**config.mk**
```make
export PLATFORM = sky130hd
export DESIGN_NAME = posit_add_arbiter
export DESIGN_NICKNAME = d
export VERILOG_FILES = /design/src/rtl/posit_add_arbiter.sv
export SDC_FILE = /design/constraint.sdc
export NUM_CORES = 1
export LEC_CHECK = 0
export CORE_MARGIN = 2
export CORE_UTILIZATION = 40
export DETAILED_ROUTE_END_ITERATION = 8
export PLACE_DENSITY = 0.81
export SLEW_MARGIN = 20
export SYNTH_ARGS = -nofsm -noshare
export SYNTH_HDL_FRONTEND = slang
export SYNTH_SLANG_ARGS = --single-unit
export TNS_END_PERCENT = 5
```
**constraint.sdc**
```tcl
create_clock -name clk -period 2.7 [get_ports clk]
set_input_delay 0.81 -clock clk [delete_from_list [all_inputs] [get_ports clk]]
set_output_delay 0.81 -clock clk [all_outputs]
set_load 0.05 [all_outputs]
```
**src/rtl/posit_add_arbiter.sv**
```systemverilog
// Round-robin front end that time-shares one posit adder between requesters A and B.
// One operation is in flight at a time; a watchdog converts a missing done into an NaR response.
module posit_add_arbiter #(
    parameter int N       = 32,
    parameter int ES      = 2,
    parameter int TIMEOUT = 64
) (
    input  logic         clk,
    input  logic         reset,

    input  logic         a_valid,
    output logic         a_ready,
    input  logic [N-1:0] a_in1,
    input  logic [N-1:0] a_in2,
    output logic         a_resp_valid,
    input  logic         a_resp_ready,
    output logic [N-1:0] a_result,
    output logic         a_err,

    input  logic         b_valid,
    output logic         b_ready,
    input  logic [N-1:0] b_in1,
    input  logic [N-1:0] b_in2,
    output logic         b_resp_valid,
    input  logic         b_resp_ready,
    output logic [N-1:0] b_result,
    output logic         b_err,

    output logic [N-1:0] add_in1,
    output logic [N-1:0] add_in2,
    output logic         add_start,
    input  logic [N-1:0] add_out,
    input  logic         add_done,

    output logic         busy
);

    localparam int CNT_W = (TIMEOUT > 2) ? $clog2(TIMEOUT) : 1;
    localparam logic [CNT_W-1:0] CNT_LAST = CNT_W'(TIMEOUT - 1);

    localparam logic REQ_A = 1'b0;
    localparam logic REQ_B = 1'b1;

    if (TIMEOUT < 2 || ES < 0) begin : g_param_check
        $error("posit_add_arbiter: TIMEOUT must be >= 2 and ES non-negative");
    end

    typedef enum logic [1:0] {
        IDLE  = 2'd0,
        ISSUE = 2'd1,
        WAIT  = 2'd2,
        RESP  = 2'd3
    } state_t;

    state_t           state;
    state_t           state_nxt;
    logic             owner;
    logic             last_grant;
    logic [CNT_W-1:0] cnt;

    logic             grant_a;
    logic             grant_b;
    logic             active;
    logic             accept_a;
    logic             accept_b;
    logic             owner_resp_ready;
    logic             wait_timeout;

    // Not-a-Real: sign bit set, all other bits clear.
    function automatic logic [N-1:0] nar_word();
        logic [N-1:0] w;
        w        = '0;
        w[N-1]   = 1'b1;
        return w;
    endfunction

    // Grant is a pure function of the requests and who was served last.
    always_comb begin
        grant_a = a_valid & (~b_valid | (last_grant == REQ_B));
        grant_b = b_valid & (~a_valid | (last_grant == REQ_A));
    end

    // Outputs are forced low while reset is held so an aborted operation leaves no trace.
    assign active   = ~reset;
    assign a_ready  = active & (state == IDLE) & grant_a;
    assign b_ready  = active & (state == IDLE) & grant_b;
    assign accept_a = a_valid & a_ready;
    assign accept_b = b_valid & b_ready;

    assign add_start    = active & (state == ISSUE);
    assign busy         = active & (state != IDLE);
    assign a_resp_valid = active & (state == RESP) & (owner == REQ_A);
    assign b_resp_valid = active & (state == RESP) & (owner == REQ_B);

    assign owner_resp_ready = (owner == REQ_A) ? a_resp_ready : b_resp_ready;
    assign wait_timeout     = ~add_done & (cnt == CNT_LAST);

    always_comb begin
        state_nxt = state;
        case (state)
            IDLE: begin
                if (accept_a || accept_b) begin
                    state_nxt = ISSUE;
                end
            end
            ISSUE: begin
                state_nxt = WAIT;
            end
            WAIT: begin
                if (add_done || wait_timeout) begin
                    state_nxt = RESP;
                end
            end
            RESP: begin
                if (owner_resp_ready) begin
                    state_nxt = IDLE;
                end
            end
            default: begin
                state_nxt = IDLE;
            end
        endcase
    end

    always_ff @(posedge clk) begin
        if (reset) begin
            state <= IDLE;
        end else begin
            state <= state_nxt;
        end
    end

    // Arbitration history and operand capture on accept.
    always_ff @(posedge clk) begin
        if (reset) begin
            owner      <= REQ_A;
            last_grant <= REQ_B;
            add_in1    <= '0;
            add_in2    <= '0;
        end else if (accept_a) begin
            owner      <= REQ_A;
            last_grant <= REQ_A;
            add_in1    <= a_in1;
            add_in2    <= a_in2;
        end else if (accept_b) begin
            owner      <= REQ_B;
            last_grant <= REQ_B;
            add_in1    <= b_in1;
            add_in2    <= b_in2;
        end
    end

    // Watchdog counts WAIT cycles; a done seen in ISSUE may belong to a previous op.
    always_ff @(posedge clk) begin
        if (reset) begin
            cnt <= '0;
        end else if (state == ISSUE) begin
            cnt <= '0;
        end else if (state == WAIT) begin
            cnt <= cnt + CNT_W'(1);
        end
    end

    // Per-requester result registers keep their last value between responses.
    always_ff @(posedge clk) begin
        if (reset) begin
            a_result <= '0;
            a_err    <= 1'b0;
            b_result <= '0;
            b_err    <= 1'b0;
        end else if (state == WAIT) begin
            if (add_done) begin
                if (owner == REQ_A) begin
                    a_result <= add_out;
                    a_err    <= 1'b0;
                end else begin
                    b_result <= add_out;
                    b_err    <= 1'b0;
                end
            end else if (wait_timeout) begin
                if (owner == REQ_A) begin
                    a_result <= nar_word();
                    a_err    <= 1'b1;
                end else begin
                    b_result <= nar_word();
                    b_err    <= 1'b1;
                end
            end
        end
    end

    a_ready_exclusive: assert property (@(posedge clk) disable iff (reset)
        !(a_ready && b_ready));
    resp_exclusive: assert property (@(posedge clk) disable iff (reset)
        !(a_resp_valid && b_resp_valid));
    start_one_cycle: assert property (@(posedge clk) disable iff (reset)
        add_start |=> !add_start);

endmodule

```
Word-level counts from Yosys, hierarchy flattened

Cells that the tools add are included.

Bits in registers: 140
Bits of input ports: 167
Output and inout bits: 136
Word-level logic and storage cells: 77

Add/subtract/negate cells: 1
Equality and inequality tests: 7
Muxes and demuxes: 27
Bitwise operators: 21
Reductions and logical operators: 11

Operators by type and width:

| cell                                          | count |
|---|---|
| 2-to-1 mux 32 bit                             | 12 |
| AND 1 bit                                     | 13 |
| 2-to-1 mux 1 bit                              | 11 |
| AND reduction 3 bit                           | 3 |
| one-hot mux 2 bit (4 select lines)            | 1 |
| adder 6 x 1 -> 6 bit, second input constant   | 1 |
| == test 6 bit, second input constant          | 1 |
| 2-to-1 mux 2 bit                              | 3 |
| NOT 1 bit                                     | 6 |
| nonzero test 2 bit                            | 3 |
| == test 2 bit, second input constant          | 2 |
| != test 2 bit, second input constant          | 2 |
| OR reduction 2 bit                            | 2 |
| == test 2 x 1 -> 1 bit, second input constant | 1 |
| zero test 2 bit                               | 1 |
| logical OR 1 bit                              | 2 |
| != test 2 x 1 -> 1 bit, second input constant | 1 |
| bitwise OR 1 bit                              | 2 |

Logic depth before layout (Yosys ltp)

Gate-level depths: netlist (run 1).

Depth after elaboration: 8
Depth in mapped cells: 8
Mapped depth without buffers: 6

Worst setup path after synthesis (run 1)

OpenSTA, ideal clock, no wires.

Path kind: input to output
Start: in reset
End: out a_resp_valid
Arrival time: 2,162 ps
Required time: 1,890 ps
Path slack: -272 ps
Stages on the path: 2
Path buffers: 1
Cells stage by stage: clkbuf_1 > nor3b_1

Word-level cells in the longest chain between the ends: 3

RTL lines:

| item                    | RTL line | text |
|---|---|---|
| start, declared         | 9        | `input logic reset,` |
| NOT 1 bit               | 84       | `assign active = ~reset;` |
| AND 1 bit (2 in series) | 92       | `assign a_resp_valid = active & (state == RESP) & (owner == REQ_A);` |
| end, declared           | 15       | `output logic a_resp_valid,` |

Every way passes these cells.

Worst setup path in the final report (run 1)

Start: in a_valid
End: out b_ready

Word-level cells in the longest chain between the ends: 4

RTL lines:

| item             | RTL line | text |
|---|---|---|
| start, declared  | 11       | `input logic a_valid,` |
| NOT 1 bit        | 80       | `grant_b = b_valid & (~a_valid \| (last_grant == REQ_A));` |
| bitwise OR 1 bit | 80       |  |
| AND 1 bit        | 80       |  |
| AND 1 bit        | 86       | `assign b_ready = active & (state == IDLE) & grant_b;` |
| end, declared    | 21       | `output logic b_ready,` |

Every way passes these cells.

==> results.txt, run 1 <==
status -> finished clean
crit path kind -> input pin to output port
Pwr Total -> 0.00790 W
Hold Slack -> 0.450 ns
DRC -> 0
number of setup violations in the final report -> 0
RSZ-0062 raised after global routing -> no
ant diodes -> 0
total number of vias -> 5914
MaxCap Viol Count -> 0
Post-synth EDFFs -> 0
Max Slew Vio Count -> 0
relative slew slack -> 58.7%
Pwr Density -> 821 nW/um^2
Placer Congestion -> 0.846
row count -> 44
Fin. Hold Viols -> 0
Synth Area per Inst -> 8.96 um^2
PortBufs -> 302
CTS root buffer -> clkbuf_16
CP Data Required Time -> 1.89 ns
Post-DP HPWL -> 13.8 mm
Synth Instances -> 653
Seq cells post-synth -> 140
Peak VDD IR -> 450 uV
FMAX -> 0.378 GHz
Leakage -> 3.73 nW
share of cells above drive strength 1 -> 7.32%
syn_nets -> 826
layout net count -> 1103
Starting Density -> 40.6%
TritonCTS Buffers -> 17
sequential share of the synthesized area -> 47.9%
slowest stage delay, CP -> 0.57 ns
Yosys top cell area share -> 47.9%
Chip Height -> 125 um
Hold/Removal Path Class -> flip-flop to flip-flop
design area -> 9620 um^2
critical path's slowest cell -> clkdlybuf4s50_1
fin crit share -> 97.9%
CP Capture Type -> output port
post-route setup slack -> 0.0559 ns
fin crit period -> 2.64 ns
worst path buffer plus inverter count -> 2
leading cell types in the layout, fill and taps excluded -> clkdlybuf4s50_1, dfxtp_1, nor2_1
first-pass GRT wire length -> 29.8 mm
Final ANT Viol Nets -> 0
leading area contributor after synthesis -> dfxtp_1
antenna violations before repair -> 1
Clock Sinks -> 140
CTS tree -> done
core area -> 14400 um^2
vias in the first global route -> 5644
pre-CTS setup slack -> 0.0332 ns
count of different cell masters after synthesis -> 37
Initial DRC Count -> 332
Syn. warnings -> 0
GRT Util Overall -> 23.9%
clock latency on the worst-skew pair -> 0.42 ns
clock tree buffer depth -> 2
WL final -> 19.0 mm
CP delay by family, top -> buffers and inverters
Die W -> 125 um
Async SR Flop Fraction -> 0%
clk slew on worst S/H paths -> 0.06 ns
post-CTS setup buffer count -> 0
commonest non-fill, non-tap cell in the layout -> clkdlybuf4s50_1
Least-Margin Pin Slew -> 0.618 ns
Final TNS setup -> 0 ns
Post-Syn Area -> 5850 um^2
ys flop type -> dfxtp_1
die area -> 15600 um^2
fill count -> 1206
DP Area -> 9020 um^2
worst-path maximum fanout -> 3
IO Pins -> 303
CP Cell Sequence -> clkdlybuf4s50_1 -> nand2_1 -> and3_1 -> buf_4
gr ovfl total -> 0
DR pass1 iterations -> 5
Final Skew -> 0.0107 ns
startpoint types -> input pin
largest net degree at the start of global routing -> 65
Arr. time, crit path -> 1.83 ns
area added between synthesis and finish -> 64.4%
H-tree depth -> 4
via/cell ratio -> 5.25
Synth area leaders -> dfxtp_1, mux2i_1, a211oi_1
Wirelength per Cell -> 16.9 um
-- through the flow --
step           std cells  utilization, %
2_1_floorplan        653               -
3_3_place_gp        1095            62.5
3_5_place_dp        1095            62.5
4_1_cts             1127            66.6
5_1_grt             1127            66.7
6_report            1127            66.7
-- worst reg2reg max path, stage by stage, from the launching register on --
cell and delay, ns:
dfxtp_1 0.35, inv_1 0.12, ha_1 0.30, and4b_1 0.26, a21oi_2 0.38, buf_4 0.24
nand2_1 0.06, a21oi_1 0.12
-- sequential cells by signal, indices dropped and copies added (netlist names) --
register and count:
a_result 32, b_result 32, cnt 6, owner 1, a_err 1, add_in1 32
add_in2 32, last_grant 1, b_err 1, state 2
-- logic make-up (layout without fill, tap and decap cells) --
kind of cell	Yosys count	count (layout)	synth area share (%)
mux	67	67	11.5
compound gates	142	142	15.4
buf+inv	65	355	5.30
xor+xnor	4	4	0.599
simple gates	229	229	18.0
fa+ha+maj	6	6	1.28
flops	140	140	47.9
-- what timing repair did --
| item | 4_1_cts | 5_1_grt |
|---|---|---|
| hold buffers | 0 | 0 |
| setup endpoints to repair | 0 | 2 |
| hold endpoints to repair | 0 | 0 |
| gates resized for setup | 0 | 3 |
-- per-layer routing --
layer / part of all wire [%] / track usage [%] / routed length, um / vias up
li1: - / - / - / 2892
met1: 38 / 27.2 / 7190 / 2732
met2: 50 / 40.8 / 9440 / 250
met3: 10 / 10.1 / 1940 / 38
met4: 2.1 / 8.10 / 406 / 2
met5: 0.063 / 0 / 12 / -
-- path summary, 6_finish.rpt --
check	start	endpoint	slack [ns]	cells past startpoint
worst max-delay path	a_valid	b_ready	0.06	4
worst max register to register	state[0]	a_result[16]	0.79	7
worst min register to register	b_result[11]	b_result[11]	0.45	2
worst min-delay path	b_result[11]	b_result[11]	0.45	2
-- where the power goes --
| part | internal (W) | switching, W | leakage (nW) |
|---|---|---|---|
| registers | 0.00234 | 0.000150 | 1.14 |
| logic | 0.00118 | 0.00190 | 2.31 |
| clock network | 0.00141 | 0.000923 | 0.278 |
| total | 0.00493 | 0.00297 | 3.73 |
-- synthesized netlist by cell type (6+ instances only) --
library cell	instances
nor2_1	76
buf_2	17
a211oi_1	65
nand3_1	33
clkbuf_1	35
ha_1	6
a21oi_1	67
buf_4	6
dfxtp_1	140
nand4_1	34
mux2i_1	67
nand2_1	66
-- final cells by class --
type | count | area, um^2 | share of cell area (%)
well taps | 184 | 230 | 2.39
flip-flops and latches | 140 | 2800 | 29.1
multi-input cells | 448 | 2770 | 28.8
clock inverters | 13 | 139 | 1.44
repair buffers | 320 | 3210 | 33.4
clock buffers | 19 | 453 | 4.71
inverters | 3 | 11.3 | 0.117
Note: power is estimated with default switching activity, not from simulation.
==> inputs of run 2 (changes only) <==
--- a/config.mk
+++ b/config.mk
@@ -5,7 +5,7 @@
 export SDC_FILE = /design/constraint.sdc
 export NUM_CORES = 1
 export LEC_CHECK = 0
-export CORE_MARGIN = 2
+export CORE_MARGIN = 10
 export CORE_UTILIZATION = 40
 export DETAILED_ROUTE_END_ITERATION = 8
 export PLACE_DENSITY = 0.81
==> results.txt, run 2 (same netlist as run 1, synthesis figures left out) <==
Worst Hold Path Cells -> 2
Leakage -> 3.72 nW
fin crit period -> 2.64 ns
commonest non-fill, non-tap cell in the layout -> clkdlybuf4s50_1
core area -> 14400 um^2
via/cell ratio -> 5.08
Final TNS setup -> 0 ns
CTS tree -> done
final non-filler cell total -> 1126
CTS root buffer -> clkbuf_16
FF-to-FF path depth -> 6
clock tree buffer depth -> 2
CP Data Required Time -> 1.89 ns
area added between synthesis and finish -> 63.7%
antenna violations before repair -> 3
PortBufs -> 302
FF-to-FF Start -> state[0]
WL final -> 20.9 mm
crit path launch -> a_valid
Hold/Removal Path Class -> flip-flop to flip-flop
DR pass1 iterations -> 4
FMAX -> 0.379 GHz
R2R Setup Slk -> 0.61 ns
worst-path maximum fanout -> 3
Peak VDD IR -> 406 uV
GRT Util Overall -> 20.3%
Chip Height -> 141 um
critical path's slowest cell -> clkdlybuf4s50_1
share of cells above drive strength 1 -> 6.91%
Initial DRC Count -> 302
die area -> 19900 um^2
Pwr Density -> 817 nW/um^2
TritonCTS Buffers -> 17
Final ANT Viol Nets -> 0
Final Skew -> 0.0104 ns
Hold-fix buffers, CTS -> 0
largest net degree at the start of global routing -> 78
dpl cells -> 1094
vias in the first global route -> 5715
layout net count -> 1102
clk slew on worst S/H paths -> 0.05 ns
crit path kind -> input pin to output port
startpoint types -> input pin
slowest stage delay, CP -> 0.56 ns
fin crit share -> 97.6%
Clock Sinks -> 140
Wirelength per Cell -> 18.6 um
post-CTS setup buffer count -> 0
first-pass GRT wire length -> 32.0 mm
Fin. Hold Viols -> 0
number of setup violations in the final report -> 0
CP Cell Sequence -> clkdlybuf4s50_1 -> nand2_1 -> and3_1 -> buf_4
row count -> 44
Arr. time, crit path -> 1.83 ns
Least-Margin Pin Slew -> 0.734 ns
DRC -> 0
status -> finished clean
Worst Min Path Start -> b_result[10]
clock latency on the worst-skew pair -> 0.42 ns
H-tree depth -> 4
CP Capture Type -> output port
Post-DP HPWL -> 15.9 mm
MaxCap Viol Count -> 0
RSZ-0062 raised after global routing -> no
Placer Congestion -> 0.830
Starting Density -> 40.6%
gr ovfl total -> 0
relative slew slack -> 51.1%
IO Pins -> 303
total number of vias -> 5716
Die W -> 141 um
leading cell types in the layout, fill and taps excluded -> clkdlybuf4s50_1, dfxtp_1, nor2_1
Max Slew Vio Count -> 0
-- run 2: path summary, 6_finish.rpt --
path,endpoint
worst max-delay path,b_ready
worst min-delay path,b_result[10]
worst max register to register,b_result[31]
worst min register to register,b_result[10]
-- run 2: power by group --
| part | total (W) | internal, W | switching [W] |
|---|---|---|---|
| clock | 0.00229 | 0.00140 | 0.000890 |
| sequential | 0.00248 | 0.00234 | 0.000146 |
| combinational | 0.00305 | 0.00115 | 0.00190 |
-- run 2: worst max-delay path: cells and delay by family --
| kind | cells | cell delay [ns] |
|---|---|---|
| buffers and inverters | 2 | 0.75 |
| and+or+nand+nor | 2 | 0.26 |
-- run 2: stage by stage --
stage               total power, W  instance area [um^2]  hold WS, ns  util (%)  setup slack (ns)
CTS                        0.00789                  9570        0.450      66.4            0.0314
finish                     0.00783                  9580        0.447      66.4            0.0641
global route               0.00819                  9580        0.461      66.4           0.00236
global placement           0.00555                  9000        0.437      62.4            0.0585
floorplan                  0.00454                  5860        0.467         -            0.0430
detailed placement         0.00558                  9000        0.442      62.4            0.0503
-- run 2: layout make-up --
| class | count | area, um^2 |
|---|---|---|
| antenna | 2 | 5.00 |
| clock buffer | 20 | 457 |
| clock inverter | 10 | 118 |
| fill | 1203 | 4850 |
| inverter | 3 | 11.3 |
| multi-input combinational | 448 | 2760 |
| sequential | 140 | 2800 |
| tap | 184 | 230 |
| timing repair buffer | 319 | 3190 |
-- run 2: timing repair --
item                                    CTS  global route
endpoints found under the setup margin    0             2
hold endpoints to repair                  0             0
resized for setup                         0             1
-- run 2: routing by layer --
layer | vias to the layer above | share of wire [%] | track usage, % | wire, um
li1 | 2877 | - | - | -
met1 | 2588 | 38 | 21.6 | 8010
met2 | 225 | 47 | 32.5 | 9920
met3 | 24 | 13 | 12.6 | 2690
met4 | 2 | 1.3 | 6.63 | 281
met5 | - | 0.057 | 0 | 12
==> inputs of run 3 (changes only) <==
--- a/config.mk
+++ b/config.mk
@@ -5,8 +5,8 @@
 export SDC_FILE = /design/constraint.sdc
 export NUM_CORES = 1
 export LEC_CHECK = 0
-export CORE_MARGIN = 10
 export CORE_UTILIZATION = 40
+export CTS_BUF_LIST = sky130_fd_sc_hd__clkbuf_4
 export DETAILED_ROUTE_END_ITERATION = 8
 export PLACE_DENSITY = 0.81
 export SLEW_MARGIN = 20
==> results.txt, run 3 (same netlist as run 1, synthesis figures left out) <==
via/cell ratio -> 5.13
Starting Density -> 41.5%
status -> finished clean
PortBufs -> 302
Least-Margin Pin Slew -> 0.771 ns
RSZ-0062 raised after global routing -> no
Pwr Total -> 0.00693 W
Final TNS setup -> 0 ns
Final Skew -> 0.0186 ns
GRT Util Overall -> 23.8%
DR pass1 iterations -> 4
crit path kind -> input pin to output port
number of setup violations in the final report -> 0
commonest non-fill, non-tap cell in the layout -> clkdlybuf4s50_1
startpoint types -> input pin
FF/Latch Area -> 2800 um^2
CTS tree -> done
share of cells above drive strength 1 -> 7.19%
final non-filler cell total -> 1129
Worst Hold Path Cells -> 2
Peak VDD IR -> 453 uV
Arr. time, crit path -> 1.77 ns
Die W -> 123 um
MaxCap Viol Count -> 0
Crit path depth -> 5
slowest stage delay, CP -> 0.44 ns
crit path launch -> b_valid
vias in the first global route -> 5474
CP Data Required Time -> 1.89 ns
Fin. Hold Viols -> 0
area occupied by multi-input gates -> 2770 um^2
fin crit period -> 2.58 ns
R2R Setup Slk -> 0.67 ns
antenna violations before repair -> 2
CTS root buffer -> clkbuf_4
DP Area -> 9000 um^2
TritonCTS Buffers -> 17
Pwr Density -> 745 nW/um^2
switch share -> 39.8%
die area -> 15100 um^2
FF-to-FF End -> add_in1[21]
relative slew slack -> 48.6%
portion of total power attributed to the clock network -> 19.6%
Max Slew Vio Count -> 0
CP Capture Type -> output port
clk slew on worst S/H paths -> 0.11 ns
Chip Height -> 123 um
leading cell types in the layout, fill and taps excluded -> clkdlybuf4s50_1, dfxtp_1, nor2_1
Post-DP HPWL -> 13.2 mm
clock latency on the worst-skew pair -> 0.52 ns
area added between synthesis and finish -> 59.1%
DRC -> 0
WL final -> 18.4 mm
Wirelength per Cell -> 16.3 um
Hold/Removal Path Class -> flip-flop to flip-flop
critical path's slowest cell -> clkdlybuf4s50_1
total number of vias -> 5797
FF-to-FF Start -> state[0]
worst path buffer plus inverter count -> 3
fill count -> 1169
worst-path maximum fanout -> 3
Comb pwr share -> 44.4%
H-tree depth -> 4
Leakage -> 3.61 nW
gr ovfl total -> 0
pre-CTS setup slack -> 0.0192 ns
FF-to-FF path depth -> 8
row count -> 43
fin crit share -> 95.6%
Placer Congestion -> 0.773
design area -> 9310 um^2
CP delay by family, top -> buffers and inverters
Int Pwr -> 0.00417 W
CP Cell Sequence -> clkdlybuf4s50_1 -> nand2b_1 -> nand3_4 -> inv_1 -> buf_12
Sequential Power Share -> 36.0%
first-pass GRT wire length -> 27.5 mm
core area -> 14100 um^2
Initial DRC Count -> 315
clock tree buffer depth -> 2
dpl cells -> 1093
Clock Sinks -> 140
layout net count -> 1106
post-route setup slack -> 0.119 ns
FMAX -> 0.387 GHz
Final ANT Viol Nets -> 0
Psw -> 0.00276 W
IO Pins -> 303
worst setup path end -> a_ready
largest net degree at the start of global routing -> 77
-- run 3: power groups by stage --
| stage | sequential [W] | clock, W | combinational, W |
|---|---|---|---|
| 6_report | 0.00249 | 0.00136 | 0.00308 |
| 2_1_floorplan | 0.00334 | 0 | 0.00120 |
| 5_1_grt | 0.00253 | 0.00152 | 0.00327 |
| 3_5_place_dp | 0.00253 | 0 | 0.00305 |
| 4_1_cts | 0.00249 | 0.00140 | 0.00309 |
| 3_3_place_gp | 0.00253 | 0 | 0.00302 |
-- run 3: tightest hold or removal path, stage by stage, from the launching register on --
cell,delay (ns)
dfxtp_1,0.32
nand2_1,0.05
a21oi_1,0.05
-- run 3: how the worst min path moves through the flow --
stage / slack [ns] / to / from
floorplan: 0.47 / cnt[5] / cnt[5]
global placement: 0.44 / a_result[11] / a_result[11]
detailed placement: 0.44 / a_result[3] / a_result[3]
CTS: 0.46 / a_result[3] / a_result[3]
global route: 0.48 / a_result[2] / a_result[2]
finish: 0.46 / a_result[10] / a_result[10]
-- run 3: per-stage QoR --
stage / hold slack, ns / util (%)
5_1_grt: 0.477 / 66.0
6_report: 0.456 / 66.0
2_1_floorplan: 0.467 / -
3_3_place_gp: 0.438 / 63.9
3_5_place_dp: 0.442 / 63.9
4_1_cts: 0.458 / 66.0
-- run 3: final cells by class --
class | instances | area share, %
clock inverters | 12 | 1.37
multi-input cells | 448 | 29.8
inverters | 3 | 0.121
flip-flops and latches | 140 | 30.1
repair buffers | 323 | 34.5
clock buffers | 20 | 1.61
diodes | 3 | 0.0806
well taps | 180 | 2.42
-- run 3: metal layers --
layer	up-vias	track usage (%)	part of all wire, %
met4	0	9.83	2.4
met1	2633	26.9	40
met3	34	10.4	11
met2	240	39.0	47
met5	-	0	0
li1	2890	-	-
-- run 3: repair_timing --
action | in CTS | in global routing
endpoints found under the setup margin | 2 | 2
hold buffers | 0 | 0
pin swaps | 0 | 0
resized for setup | 2 | 3
setup buffers | 1 | 0
hold endpoints to repair | 0 | 0
